`src/rtl/mux_eight_arbiter_if.sv`:
```
// mux_eight_arbiter_if
// Bundles the request/data inputs and the grant/select/result outputs of the
// eight-way shared-line arbiter.
//   req    [7:0] : request vector, bit i = requester i
//   d      [7:0] : data bits, d[i] belongs to requester i
//   gnt    [7:0] : one-hot grant, zero when idle
//   sel    [2:0] : index of the current/last owner
//   busy         : high while a grant is active
//   result       : d[sel] while busy, else 0
// master = requester side, slave = arbiter side.
interface mux_eight_arbiter_if;
  logic [7:0] req;
  logic [7:0] d;
  logic [7:0] gnt;
  logic [2:0] sel;
  logic       busy;
  logic       result;

  modport master (output req, output d, input gnt, input sel, input busy, input result);
  modport slave  (input req, input d, output gnt, output sel, output busy, output result);
endinterface

```
`src/rtl/mux_eight_arbiter.sv`:
```
// mux_eight_arbiter
// Round-robin arbiter and sequencer for an 8-to-1 single-bit selector.
// One requester owns the shared line at a time. Ownership ends when the owner
// drops its request or after MAX_HOLD consecutive cycles. Priority then rotates
// to the index just above the released owner.
// Ports:
//   clk  : rising-edge clock
//   rst  : synchronous active-high reset
//   bus  : mux_eight_arbiter_if.slave (req, d in; gnt, sel, busy, result out)
// Parameter:
//   MAX_HOLD : maximum consecutive grant cycles, 1..16
module mux_eight_arbiter #(
  parameter int MAX_HOLD = 4
) (
  input logic               clk,
  input logic               rst,
  mux_eight_arbiter_if.slave bus
);

  localparam logic [0:0] IDLE  = 1'b0;
  localparam logic [0:0] GRANT = 1'b1;
  localparam logic [3:0] HOLD_LAST = 4'(MAX_HOLD - 1);

  logic [0:0] state_r, state_nx_s;
  logic [2:0] ptr_r, ptr_nx_s;
  logic [3:0] hcnt_r, hcnt_nx_s;
  logic [2:0] sel_r, sel_nx_s;
  logic [7:0] gnt_r, gnt_nx_s;
  logic       busy_r, busy_nx_s;

  logic       release_s;
  logic       any_req_s;
  logic [2:0] start_s;
  logic [2:0] winner_s;

  // First set bit of r scanning upward from start, modulo 8. Scanning offsets
  // from high to low lets the smallest offset overwrite the others.
  function automatic logic [2:0] find_winner(input logic [7:0] r, input logic [2:0] start);
    logic [2:0] idx;
    logic [2:0] win;
    win = start;
    for (int i = 7; i >= 0; i--) begin
      idx = start + 3'(i);
      if (r[idx]) begin
        win = idx;
      end else begin
        win = win;
      end
    end
    return win;
  endfunction

  // A release happens when the owner lets go or its hold budget is spent.
  assign release_s = (state_r == GRANT) && (!bus.req[sel_r] || (hcnt_r == HOLD_LAST));
  assign any_req_s = |bus.req;
  // On release the search starts just above the owner, which makes a
  // hold-limited owner the lowest priority for the re-grant. When the owner
  // dropped, its req bit is already 0, so no explicit mask is needed.
  assign start_s   = release_s ? (sel_r + 3'd1) : ptr_r;
  assign winner_s  = find_winner(bus.req, start_s);

  // Next-state and next-output computation.
  always_comb begin
    state_nx_s = state_r;
    ptr_nx_s   = ptr_r;
    hcnt_nx_s  = hcnt_r;
    sel_nx_s   = sel_r;
    gnt_nx_s   = gnt_r;
    busy_nx_s  = busy_r;
    case (state_r)
      IDLE: begin
        if (any_req_s) begin
          state_nx_s = GRANT;
          sel_nx_s   = winner_s;
          gnt_nx_s   = 8'd1 << winner_s;
          busy_nx_s  = 1'b1;
          hcnt_nx_s  = 4'd0;
        end else begin
          gnt_nx_s  = 8'd0;
          busy_nx_s = 1'b0;
        end
      end
      GRANT: begin
        if (!release_s) begin
          hcnt_nx_s = hcnt_r + 4'd1;
        end else begin
          ptr_nx_s = start_s;
          if (any_req_s) begin
            sel_nx_s  = winner_s;
            gnt_nx_s  = 8'd1 << winner_s;
            busy_nx_s = 1'b1;
            hcnt_nx_s = 4'd0;
          end else begin
            // sel keeps the last owner so the selector stays stable.
            state_nx_s = IDLE;
            gnt_nx_s   = 8'd0;
            busy_nx_s  = 1'b0;
            hcnt_nx_s  = 4'd0;
          end
        end
      end
      default: begin
        state_nx_s = IDLE;
        gnt_nx_s   = 8'd0;
        busy_nx_s  = 1'b0;
        hcnt_nx_s  = 4'd0;
      end
    endcase
  end

  // State and registered outputs, with synchronous reset.
  always_ff @(posedge clk) begin
    if (rst) begin
      state_r <= IDLE;
      ptr_r   <= 3'd0;
      hcnt_r  <= 4'd0;
      sel_r   <= 3'd0;
      gnt_r   <= 8'd0;
      busy_r  <= 1'b0;
    end else begin
      state_r <= state_nx_s;
      ptr_r   <= ptr_nx_s;
      hcnt_r  <= hcnt_nx_s;
      sel_r   <= sel_nx_s;
      gnt_r   <= gnt_nx_s;
      busy_r  <= busy_nx_s;
    end
  end

  assign bus.gnt    = gnt_r;
  assign bus.sel    = sel_r;
  assign bus.busy   = busy_r;
  // Unregistered selector path: follows d combinationally.
  assign bus.result = busy_r ? bus.d[sel_r] : 1'b0;

endmodule

```
`src/flat_wrapper.sv`:
```
// flat-port wrapper written by rule: the top's interface ports become plain ports
module mux_eight_arbiter_flat 
#(
  parameter int MAX_HOLD = 4
)
  (clk, rst, bus_req, bus_d, bus_gnt, bus_sel, bus_busy, bus_result);
  mux_eight_arbiter_if bus_i ();
  input logic clk;
  input logic rst;
  input wire logic [$bits(bus_i.req)-1:0] bus_req;
  input wire logic [$bits(bus_i.d)-1:0] bus_d;
  output wire logic [$bits(bus_i.gnt)-1:0] bus_gnt;
  output wire logic [$bits(bus_i.sel)-1:0] bus_sel;
  output wire logic [$bits(bus_i.busy)-1:0] bus_busy;
  output wire logic [$bits(bus_i.result)-1:0] bus_result;
  assign bus_i.req = bus_req;
  assign bus_i.d = bus_d;
  assign bus_gnt = bus_i.gnt;
  assign bus_sel = bus_i.sel;
  assign bus_busy = bus_i.busy;
  assign bus_result = bus_i.result;
  mux_eight_arbiter #(.MAX_HOLD(MAX_HOLD)) u_core (.clk(clk), .rst(rst), .bus(bus_i));
endmodule
```
`config.mk`:
```
export PLATFORM = sky130hd
export DESIGN_NAME = mux_eight_arbiter_flat
export DESIGN_NICKNAME = d
export VERILOG_FILES = /design/src/rtl/mux_eight_arbiter_if.sv /design/src/rtl/mux_eight_arbiter.sv /design/src/flat_wrapper.sv
export SDC_FILE = /design/constraint.sdc
export NUM_CORES = 1
export LEC_CHECK = 0
export BUFFER_PORTS_ARGS = -buffer_cell sky130_fd_sc_hd__buf_2
export CORE_MARGIN = 10
export CORE_UTILIZATION = 40
export CTS_CLUSTER_DIAMETER = 150
export DETAILED_ROUTE_END_ITERATION = 16
export GPL_ROUTABILITY_DRIVEN = 0
export GPL_TIMING_DRIVEN = 0
export HOLD_SLACK_MARGIN = 0.15
export PLACE_DENSITY = 0.64
export SYNTH_ARGS = -nofsm -noshare
export SYNTH_HDL_FRONTEND = slang
export SYNTH_SLANG_ARGS = --single-unit
export TNS_END_PERCENT = 50
```
`constraint.sdc`:
```
create_clock -name clk -period 9.3 [get_ports clk]
set_clock_uncertainty 0.05 [all_clocks]
set_input_delay 0 -clock clk [delete_from_list [all_inputs] [get_ports clk]]
set_output_delay 0 -clock clk [all_outputs]
set_load 0.005 [all_outputs]
```
==> flow_summary_export.csv <==
group,metric,value,unit
drt,drt_iter0_drc,246,
worst_setup_path,reg2reg_depth,19,
clock_network,cts_setup_buffers,0,
worst_setup_path,worstReg2RegStart,"u_core.bus.sel[0]",
floorplan,die_h,98.7,um
power_and_ir_drop,leakagePower,1.07,nW
sta,tns,0,ns
worst_setup_path,cp-end-kind,"flip-flop",
yosys,synthArstFlopShare,0,%
yosys,yosysSeqAreaShare,16.2,%
floorplan,dieArea,0.00975,mm^2
worst_setup_path,r2r-end,"u_core.bus.gnt[3]",
finish,fin_nets,360,
yosys,syn_nets,328,
run_status,outcome,"finished, final reports clean",
drt,dr.pass1.iters,5,
yosys,syn_area_per_cell,8.10,um^2
placed_design,placed_area,0.00270,mm^2
worst_setup_path,crit_end,"u_core.bus.gnt[3]",
run,cap_violations,0,
global_routing,grt_pass1_vias,2264,
sta,fmax,0.168,GHz
yosys,synth_area_leader_cell,"dfxtp_1",
floorplan,start_util,41.6,%
yosys,synth_area,0.00248,mm^2
drt,highest_layer,"met4",
sta,worst_slew_pin_slew,0.686,ns
drt,drcViolationCount,0,
yosys,synth_compound_area_share,35.1,%
sta,min_period,5.94,ns
worst_setup_path,crit_start,"u_core.bus.sel[0]",
worst_setup_path,arrival,6.05,ns
clock_network,cts_tree,"built",
yosys,synthTopCellsByArea,"dfxtp_1 16%, mux2i_1 7.7%, nor2_1 4.8%, a211oi_1 4.5%, nand2_1 3.9%",
global_routing,antenna_found_initial,0,
yosys,synth_flop_cell,"dfxtp_1",
yosys,netlist_instances,306,
clock_network,root_buffer,"clkbuf_8",
drt,routed_via_density,6.25,
sta,rsz0062_at_grt,"false",
yosys,ys_top_cells_by_count,"32 x nor2_1, 26 x nand2_1, 20 x dfxtp_1",
yosys,synth_seq_cells,20,
sta,holdWs,0.215,ns
power_and_ir_drop,power-per-cell-area,373,mW/mm^2
yosys,synth_top_family_by_area,"compound AO/OA/AOI/OAI gates",
drt,routed_wl,7.25,mm
sta,slew_headroom,53.9,%
power_and_ir_drop,ir_worst_vdd,0.180,mV
clock_network,cts_made_buffers,3,
yosys,synth_top_cell_area_share,16.2,%
floorplan,ioPinCount,31,
clock_network,clock_latency,0.26,ns
global_routing,grt_overflow_total,0,
power_and_ir_drop,totalPowerFinal,1.03,mW
hold_path,hold_class,"in2reg",
yosys,synth_xor_area_share,1.72,%
clock_network,htree_num_levels,1,
finish,diodes,0,
floorplan,die_width,98.7,um
drt,wl_per_cell,17.6,um
drt,wl_met3,358,um
yosys,synth-adder-area-share,2.02,%
worst_setup_path,worstSetupStartpointType,"flip-flop",
clock_network,hold_buffers,1,
worst_setup_path,path_max_fanout,10,
clock_network,path_clk_slew,0.07,ns
sta,drv_slew,0,
global_routing,grt.total_usage,14.2,%
sta,setup_viol,0,
worst_setup_path,cp_data_required_time,9.41,ns
global_routing,grt_pass1_wl,11.9,mm
global_routing,grt_max_degree,12,
drt,met2WireLength,3.30,mm
sta,min_period_over_period,63.9,%
finish,area_growth,11.7,%
clock_network,postCtsResizedCells,0,
yosys,yosys_warnings,0,
floorplan,core_area,0.00596,mm^2
drt,num_vias,2573,
drt,wl_met1,3.51,mm
yosys,synth_edf_count,0,
yosys,synthSimpleGateAreaFrac,21.8,%
clock_network,numClockSinks,20,
yosys,synth_most_common_cell,"nor2_1",
yosys,synthMuxAreaShare,17.9,%
finish,drive_above_1_share,21.4,%
sta,hold_viol_final,0,
yosys,synth_cell_types,69,
placed_design,place.port_buffers,26,
drt,antenna_left,0,
placed_design,dp_hpwl,5.62,mm
worst_setup_path,reg2reg_slack,3.36,ns
worst_setup_path,crit_type,"reg2reg",
floorplan,rows,28,
finish,final_area,0.00277,mm^2
clock_network,ctsLongestPathBuffers,2,
metrics by stage:
step	cells	setup WS [ns]	util, %
after floorplan	306	4.61	-
after global placement	407	3.46	45.4
after detailed placement	407	3.45	45.4
after CTS	412	3.44	46.5
after global routing	412	2.94	46.5
final	412	3.36	46.5
cell type report:
cell class / count / area [um^2]
buffer: 22 / 105
clock buffer: 4 / 55.1
fill: 613 / 3190
inverter: 7 / 26.3
multi-input combinational: 257 / 1950
sequential: 20 / 400
tap: 75 / 93.8
timing repair buffer: 27 / 140
critical path, cell delays in order (launching register included):
cell,delay (ns)
dfxtp_1,0.41
buf_6,0.18
mux2i_1,0.31
o22ai_2,0.17
o21ai_2,0.22
nand2_2,0.20
mux2i_1,0.29
inv_2,0.14
buf_1,0.27
ha_1,0.38
clkbuf_1,0.34
clkbuf_1,0.42
mux4_2,0.57
mux2i_1,0.44
nor2_1,0.17
a21oi_1,0.30
a211oi_1,0.13
nor3_1,0.34
nor2_1,0.21
a32o_1,0.29
metal layers:
layer / GRT usage (%) / vias up
met5: 0 / -
met4: 3.31 / 0
met3: 1.54 / 8
met2: 22.7 / 100
met1: 19.6 / 1218
li1: - / 1247
flip-flops by register name, indices dropped and copies added (netlist names):
name / cells
u_core.bus.gnt: 8
u_core.state_r: 1
u_core.hcnt_r: 4
u_core.ptr_r: 3
u_core.bus.busy: 1
u_core.bus.sel: 3
placed cells by master, fill, tap and decap left out, types with 5 or more instances in the layout:
cell type	instances
o21ai_0	14
a21oi_1	17
nand2_1	26
inv_1	6
a211oi_1	15
mux2_2	5
clkbuf_1	12
mux2i_1	19
and2_1	5
nor2_1	32
a32o_1	5
dfxtp_1	20
buf_2	31
nor2b_1	9
a22oi_1	5
nand3_1	7
cell families (layout without fill, tap and decap cells):
kind of cell,count (synthesis),after routing
muxes,35,35
DFF,20,20
buffers and inverters,29,60
and+or+nand+nor,107,107
xor gates and xnor gates,4,4
adders and majority gates,4,4
AOI/OAI and AO/OA,107,107
worst min path at each step:
stage	from	cells past startpoint	to
floorplan	rst	1	u_core.state_r
global placement	rst	2	u_core.state_r
detailed placement	rst	2	u_core.state_r
CTS	bus_req[7]	3	u_core.state_r
global route	bus_req[7]	3	u_core.state_r
finish	bus_req[7]	3	u_core.state_r
report_power, final:
group / switching (mW) / internal [mW] / leakage (nW) / total (mW)
combinational: 0.522 / 0.326 / 0.873 / 0.848
clock: 0.0288 / 0.0377 / 0.0288 / 0.0665
sequential: 0.0115 / 0.105 / 0.163 / 0.117
total: 0.562 / 0.469 / 1.07 / 1.03
No activity file was read; power rests on OpenSTA's default activity.
